File: config.mk
export PLATFORM = sky130hd
export DESIGN_NAME = gray_counter_gen
export DESIGN_NICKNAME = d
export VERILOG_FILES = /design/src/rtl/gray_counter_gen.sv
export SDC_FILE = /design/constraint.sdc
export NUM_CORES = 1
export LEC_CHECK = 0
export ABC_CLOCK_PERIOD_IN_PS = 3100
export BUFFER_PORTS_ARGS = -buffer_cell sky130_fd_sc_hd__buf_2
export CAP_MARGIN = 20
export CORE_AREA = 2 2 39 41
export CTS_BUF_LIST = sky130_fd_sc_hd__clkbuf_4 sky130_fd_sc_hd__clkbuf_8 sky130_fd_sc_hd__clkbuf_16
export DETAILED_ROUTE_END_ITERATION = 7
export DIE_AREA = 0 0 41 43
export PLACE_DENSITY = 0.52
export SLEW_MARGIN = 20
export SYNTH_ARGS = -nofsm -noshare
export SYNTH_HDL_FRONTEND = slang
export SYNTH_SLANG_ARGS = --single-unit
File: constraint.sdc
create_clock -name clk -period 3.1 [get_ports clk]
set_input_delay 0.31 -clock clk [delete_from_list [all_inputs] [get_ports clk]]
set_output_delay 0.31 -clock clk [all_outputs]
set_load 0.05 [all_outputs]
File: src/rtl/gray_counter_gen.sv
// Up/down Gray-code counter with clear, load, zero flag and wrap pulse.
// Latency: ps updates one cycle after ns; ns/bin/zero are combinational; wrap is registered or combinational (WRAP_OUT_REG).
// Backpressure: none; en stalls the count and the block accepts a command every cycle.
module gray_counter_gen #(
  parameter int WIDTH        = 3,
  parameter bit WRAP_OUT_REG = 1'b1
) (
  input  logic             clk,
  input  logic             reset,
  input  logic             en,
  input  logic             up_dn,
  input  logic             clr,
  input  logic             load,
  input  logic [WIDTH-1:0] load_val,
  output logic [WIDTH-1:0] ps,
  output logic [WIDTH-1:0] ns,
  output logic [WIDTH-1:0] bin,
  output logic             zero,
  output logic             wrap
);

  localparam logic [WIDTH-1:0] ONE  = {{(WIDTH-1){1'b0}}, 1'b1};
  localparam logic [WIDTH-1:0] ZERO = '0;
  localparam logic [WIDTH-1:0] ALL1 = '1;

  logic [WIDTH-1:0] ps_q, ps_d;
  logic             wrap_q, wrap_d;
  logic [WIDTH-1:0] bin_step;
  logic [WIDTH-1:0] gray_step;
  logic             wrap_evt;

  // Gray-to-binary decode of the present state by prefix XOR from the MSB down.
  // The count is kept only in Gray form, so a loaded Gray value is decoded here
  // on the following cycle and counting resumes correctly from it.
  always_comb begin
    bin = '0;
    bin[WIDTH-1] = ps_q[WIDTH-1];
    for (int i = WIDTH - 2; i >= 0; i--) begin
      bin[i] = bin[i+1] ^ ps_q[i];
    end
  end

  // Next state: clr over load over en, otherwise hold; wrap only on a real count step.
  always_comb begin
    bin_step  = up_dn ? (bin + ONE) : (bin - ONE);
    gray_step = bin_step ^ (bin_step >> 1);
    wrap_evt  = 1'b0;
    ps_d      = ps_q;
    if (clr) begin
      ps_d = ZERO;
    end else if (load) begin
      ps_d = load_val;
    end else if (en) begin
      ps_d     = gray_step;
      wrap_evt = up_dn ? (bin == ALL1) : (bin == ZERO);
    end
    wrap_d = wrap_evt;
  end

  // State and wrap flops; reset abandons the count and any pending wrap pulse.
  always_ff @(posedge clk or negedge reset) begin
    if (!reset) begin
      ps_q   <= '0;
      wrap_q <= 1'b0;
    end else begin
      ps_q   <= ps_d;
      wrap_q <= wrap_d;
    end
  end

  // Output mapping; zero is gated by reset so it reads low while reset is held.
  always_comb begin
    ps   = ps_q;
    ns   = ps_d;
    zero = reset & (ps_q == ZERO);
    wrap = WRAP_OUT_REG ? wrap_q : wrap_evt;
  end

endmodule
==> flow_summary.yaml, run 1 <==
timing:
  setup_viol: 0
  relSlewSlack_pct: 78.2
  finalSetupTns_ns: 0
  hold_violations: 0
  post-route-min-period_ns: 2.05
  rsz0062_at_grt: "no"
  slew_violations: 0
  fin_crit_sh_pct: 66.2
  skew_ns: 0.00248
  max_clock_freq_ghz: 0.487
  tightest_slew_ns: 0.326
global_route:
  grt_pass1_wl_mm: 1.20
  first_global_vias: 284
  overflow: 0
  track_usage_pct: 10.2
  grt_max_degree: 10
  antenna_found_initial: 0
floorplan:
  floorplan.initialDensity_pct: 22.7
  core_region_area_um2: 1380
  ioPinCount: 20
  dieArea_um2: 1760
  fp.dieH_um: 43
  die_x_um: 41
  num_rows: 14
setup_path:
  worstSetupPathType: "reg -> out"
  cpPeakStageDelay_ns: 0.48
  arrival_ns: 1.74
  reg2reg_from: "ps[1]$_DFF_PN0_"
  critical_path.max_fanout: 7
  required_ns: 2.79
  cp-start-kind: "flop"
  slowest_stage: "dfrtp_1"
  crit_chain: "xor2_2 > or4_1 > and3_1 > buf_2"
  startpoint: "ps[1]$_DFF_PN0_"
  crit_path_end_kind: "primary output"
yosys:
  netlist.area_leader.share_pct: 31.9
  ys_types: 22
  post-synth-top-count-cell: "inv_1"
  synth_edf_count: 0
  ys_warn_count: 0
  synthArstFlopShare_pct: 100
  synthesis.nets: 44
  synth_commonest_cells: "5 x inv_1, 4 x dfrtp_1, 3 x nor4_1"
  synth_area_um2: 314
  yosysTopAreaCell: "dfrtp_1"
  ys_seq_elements: 4
  synth_flop_cell: "dfrtp_1"
  syn_inst: 34
  ys_seq_area_share_pct: 31.9
  synth.area.top_cells: "dfrtp_1 32%, inv_1 6.0%, nor4_1 6.0%, xor2_1 5.6%, xor2_2 5.2%"
  avgSynthCellArea_um2: 9.24
place:
  dp_hpwl_um: 600
  dp_cells: 65
  gp_congestion: 0.731
  portBuffers: 19
power_and_ir_drop:
  p_clk_share_pct: 27.4
  power_frac_comb_pct: 44.4
  power.density_nw_per_um2: 520
  p_sw_uw: 101
  p_leak_nw: 0.230
  intPower_uw: 126
  swShare_pct: 44.7
  max-vdd-ir-drop_mv: 0.127
  power_frac_seq_pct: 28.2
detailed_routing:
  drtPass1Iterations: 2
  post_drt_wl_per_cell_um: 10.9
  avgViaCountPerCell: 4.75
  drc: 0
  vias: 328
  routed_wl_um: 750
  drt-initial-drc-count: 2
  detail-route-antenna-nets: 0
min_path:
  hp-class: "in -> reg"
  min_from: "clr"
clock_tree:
  cts_tree: "done"
  cts-resized-gates: 0
  root_buffer: "clkbuf_4"
  clk_pin_slew_worst_paths_ns: 0.04
  post_cts.repair.setup_buffers: 0
  clk_latency_ns: 0.23
  htree_levels: 1
  cts_max_path_buffers: 2
  cts_buffers: 3
  cts.sink_count: 4
job:
  cap_violations: 0
layout:
  syn_to_final_growth_pct: 39.0
  instances_no_fill: 69
  fin_nets: 65
  nFillCells: 155
  drive_gt1_share_pct: 45.3
  diodes: 0
run_status:
  status: "complete, no violations"
## power by group through the flow
stage	sequential, mW	clock, mW	combinational (mW)
floorplan	0.0722	0	0.0724
global placement	0.0645	0	0.101
detailed placement	0.0646	0	0.100
CTS	0.0641	0.0665	0.101
global route	0.0655	0.0688	0.109
finish	0.0640	0.0622	0.101
## repair_timing
action / 4_1_cts / 5_1_grt
endpoints found under the setup margin: 0 / 0
hold buffers: 1 / 0
endpoints found under the hold margin: 4 / 0
## critical path, delay by kind of cell, from the launching register on
family / cells / cell delay [ns]
and+or+nand+nor: 2 / 0.59
xor gates and xnor gates: 1 / 0.23
buffers and inverters: 1 / 0.21
DFF: 1 / 0.48
## registers in the layout (all words and copies together) (netlist names)
| signal | cells |
|---|---|
| ps | 3 |
| wrap | 1 |
## per-layer routing
metal	global-route usage, %	vias up	wire, µm
li1	-	164	-
met1	11.2	150	303
met2	15.3	14	382
met3	3.14	0	65
met4	8.00	0	0
met5	0	-	0
## layout by cell type, fill, tap and decap left out
master,netlist,final
ha_1,1,1
a211oi_1,1,1
buf_2,0,19
nor4_1,3,3
a311oi_1,1,1
o21bai_1,1,1
dlygate4sd3_1,0,1
nor4b_1,1,1
and3_1,1,1
a31oi_1,2,2
nand3_1,1,1
clkbuf_4,0,3
a2111oi_2,0,1
nor2b_1,1,1
or4_1,1,1
xnor2_1,1,1
inv_1,5,5
nand4_1,1,1
xor2_1,2,2
o21ai_0,1,1
xor2_2,1,1
dfrtp_1,4,4
## cell type report
class	instances	area (µm²)	area share, %
timing repair buffer	20	105	24.1
sequential	4	100	22.9
tap	16	20.0	4.58
inverter	5	18.8	4.30
clock buffer	3	22.5	5.16
multi-input combinational	21	170	39.0
## worst paths after layout
check                           depth (start not counted)  slack, ns         endpoint
worst max-delay path                                    4       1.05            ns[0]
worst min-delay path                                    2       0.29  ps[1]$_DFF_PN0_
worst max register to register                          3       1.68  ps[0]$_DFF_PN0_
worst min register to register                          3       0.74   wrap$_DFF_PN0_
max in group asynchronous                               2       2.55   wrap$_DFF_PN0_
min in group asynchronous                               2       0.43  ps[0]$_DFF_PN0_
## kinds of logic after synthesis
| logic type | synth area share (%) |
|---|---|
| buffers and inverters | 15.9 |
| flip-flops | 31.9 |
| XOR/XNOR | 13.5 |
| adder cells (fa/ha/maj) | 3.98 |
| AO/OA/AOI/OAI | 15.9 |
| AND/OR/NAND/NOR | 18.7 |
## stage by stage
stage	hold WS [ns]	setup WS, ns	cell area (µm²)	util (%)	total power [mW]
after floorplan	0.0144	0.324	320	-	0.145
after global placement	0.124	1.28	404	29.2	0.165
after detailed placement	0.124	1.29	404	29.2	0.165
after CTS	0.284	1.02	437	31.6	0.232
after global routing	0.301	0.931	437	31.6	0.244
final	0.289	1.05	437	31.6	0.227
Power figures use the tool's default switching activity.
==> run 2, diff against run 1 <==
--- a/config.mk
+++ b/config.mk
@@ -5,14 +5,15 @@
 export SDC_FILE = /design/constraint.sdc
 export NUM_CORES = 1
 export LEC_CHECK = 0
-export ABC_CLOCK_PERIOD_IN_PS = 3100
+export ABC_AREA = 1
+export ABC_CLOCK_PERIOD_IN_PS = 2100
 export BUFFER_PORTS_ARGS = -buffer_cell sky130_fd_sc_hd__buf_2
 export CAP_MARGIN = 20
 export CORE_AREA = 2 2 39 41
 export CTS_BUF_LIST = sky130_fd_sc_hd__clkbuf_4 sky130_fd_sc_hd__clkbuf_8 sky130_fd_sc_hd__clkbuf_16
 export DETAILED_ROUTE_END_ITERATION = 7
 export DIE_AREA = 0 0 41 43
-export PLACE_DENSITY = 0.52
+export PLACE_DENSITY = 0.51
 export SLEW_MARGIN = 20
 export SYNTH_ARGS = -nofsm -noshare
 export SYNTH_HDL_FRONTEND = slang
==> constraint.sdc (replaced) <==
create_clock -name clk -period 2.1 [get_ports clk]
set_input_delay 0.21 -clock clk [delete_from_list [all_inputs] [get_ports clk]]
set_output_delay 0.21 -clock clk [all_outputs]
set_load 0.05 [all_outputs]
==> flow_summary.yaml, run 2 <==
job:
  cap_violations: 0
timing:
  slew_violations: 0
  finalSetupTns_ns: 0
  hold_violations: 0
  holdWs_ns: 0.278
  relSlewSlack_pct: 84.2
  rsz0062_at_grt: "no"
  post-route-min-period_ns: 1.70
  skew_ns: 0.00176
  setup_viol: 0
  fin_crit_sh_pct: 80.8
  tightest_slew_ns: 0.234
  max_clock_freq_ghz: 0.590
layout:
  final_cell_mix: "19 x buf_2, 9 x nand2_1, 5 x a21oi_1"
  largest_reg_flops: 3
  drive_gt1_share_pct: 43.9
  syn_to_final_growth_pct: 48.1
  fin_nets: 78
  register_area_um2: 100
  nFillCells: 158
  diodes: 0
  postLayoutCoreUtil_pct: 32.3
  layout_commonest_cell: "buf_2"
  multi_input_area_um2: 173
detailed_routing:
  drtPass1Iterations: 4
  vias: 388
  detail-route-antenna-nets: 0
  drt-initial-drc-count: 16
  avgViaCountPerCell: 4.73
  routed_wl_um: 840
  post_drt_wl_per_cell_um: 10.2
  drc: 0
clock_tree:
  cts_buffers: 3
  post_cts.repair.setup_buffers: 0
  root_buffer: "clkbuf_4"
  clk_pin_slew_worst_paths_ns: 0.04
  cts_max_path_buffers: 2
  cts.sink_count: 4
  cts_tree: "done"
  htree_levels: 1
  clk_latency_ns: 0.23
yosys:
  yosysTopAreaCell: "dfrtp_1"
  synth_edf_count: 0
  synthArstFlopShare_pct: 100
  synth_commonest_cells: "9 x nand2_1, 5 x a21oi_1, 4 x dfrtp_1, 4 x inv_1, 4 x nand3_1"
  synth_flop_cell: "dfrtp_1"
  synthesis.nets: 54
  ys_seq_area_share_pct: 33.2
  ys_types: 17
  syn_inst: 44
  post-synth-top-count-cell: "nand2_1"
  ys_seq_elements: 4
  synth_area_um2: 302
  avgSynthCellArea_um2: 6.85
  netlist.area_leader.share_pct: 33.2
  synth.area.top_cells: "dfrtp_1 33%, nand2_1 11%, a21oi_1 8.3%, nand3_1 6.6%, a21oi_2 5.8%"
  ys_warn_count: 0
floorplan:
  dieArea_um2: 1760
  die_x_um: 41
  core_region_area_um2: 1380
  fp.dieH_um: 43
  ioPinCount: 20
  floorplan.initialDensity_pct: 21.8
  num_rows: 14
power_and_ir_drop:
  power.density_nw_per_um2: 735
  p_leak_nw: 0.252
  max-vdd-ir-drop_mv: 0.198
  total_power_uw: 328
setup_path:
  worstSetupPathType: "reg -> out"
  required_ns: 1.89
  arrival_ns: 1.49
  crit_path_end_kind: "primary output"
  cp-start-kind: "flop"
  critical_path.max_fanout: 7
global_route:
  track_usage_pct: 10.9
  antenna_found_initial: 0
  grt_max_degree: 8
  first_global_vias: 318
  grt_pass1_wl_mm: 1.25
  overflow: 0
place:
  portBuffers: 19
  dp_hpwl_um: 702
  gp_congestion: 0.769
min_path:
  hp-class: "in -> reg"
run_status:
  status: "complete, no violations"
[run 2: changes by cell type after synthesis, moves of 2 or more]
cell,delta
a21oi_1,+5
a21oi_2,+2
inv_2,+3
nand2_1,+9
nand3_1,+3
nor2_1,+2
nor4_1,-3
o21ai_0,+2
xor2_1,-2
[run 2: metrics by stage]
| stage | area, µm² | instances | setup slack (ns) |
|---|---|---|---|
| 6_report | 447 | 82 | 0.404 |
| 5_1_grt | 447 | 82 | 0.301 |
| 4_1_cts | 447 | 82 | 0.380 |
| 3_5_place_dp | 414 | 78 | 0.641 |
| 3_3_place_gp | 414 | 78 | 0.640 |
| 2_1_floorplan | 307 | 44 | 0.0658 |
[run 2: final timing paths]
path,cells after the start,slack (ns),from,to
hold / removal,4,0.28,clr,ps[2]$_DFF_PN0_
setup reg to reg,6,0.90,ps[2]$_DFF_PN0_,wrap$_DFF_PN0_
max in group asynchronous,2,1.64,reset,wrap$_DFF_PN0_
hold reg to reg,2,0.71,ps[2]$_DFF_PN0_,wrap$_DFF_PN0_
min in group asynchronous,2,0.32,reset,ps[0]$_DFF_PN0_
setup / recovery,6,0.40,ps[2]$_DFF_PN0_,bin[0]
[run 2: worst max-delay path, stage by stage, from the launching register on]
cell     delay [ns]
dfrtp_1        0.44
inv_2          0.09
nand2_1        0.10
nand2_1        0.06
ha_1           0.26
inv_1          0.05
buf_2          0.25
[run 2: area by class of cell]
class                           instances  area share, %
Multi-Input combinational cell         32           38.7
Inverter                                7           5.88
Timing Repair Buffer                   20           23.5
Tap cell                               16           4.48
Clock buffer                            3           5.04
Sequential cell                         4           22.4
[run 2: timing repair]
action                                 CTS  global route
endpoints found under the hold margin    4             0
hold buffers                             1             0
gates resized for setup                  0             0
[run 2: where the power goes]
part	internal, mW	total, mW	leakage, nW	switching [mW]
clock	0.0639	0.0953	0.0138	0.0314
sequential	0.0824	0.0896	0.0525	0.00719
combinational	0.0351	0.143	0.186	0.108
[run 2: cell families after synthesis]
logic type	after synthesis	synth area share [%]
AOI/OAI and AO/OA	12	22.8
adders and majority gates	1	4.15
buffers and inverters	8	11.2
DFF	4	33.2
and+or+nand+nor	19	28.6
[run 2: layer usage]
metal  routed length (µm)  vias to the layer above  track usage (%)
met5                    0                        -                0
met2                  444                       20             15.6
li1                     -                      194                -
met1                  305                      174             12.0
met4                    0                        0             6.00
met3                   90                        0             6.28
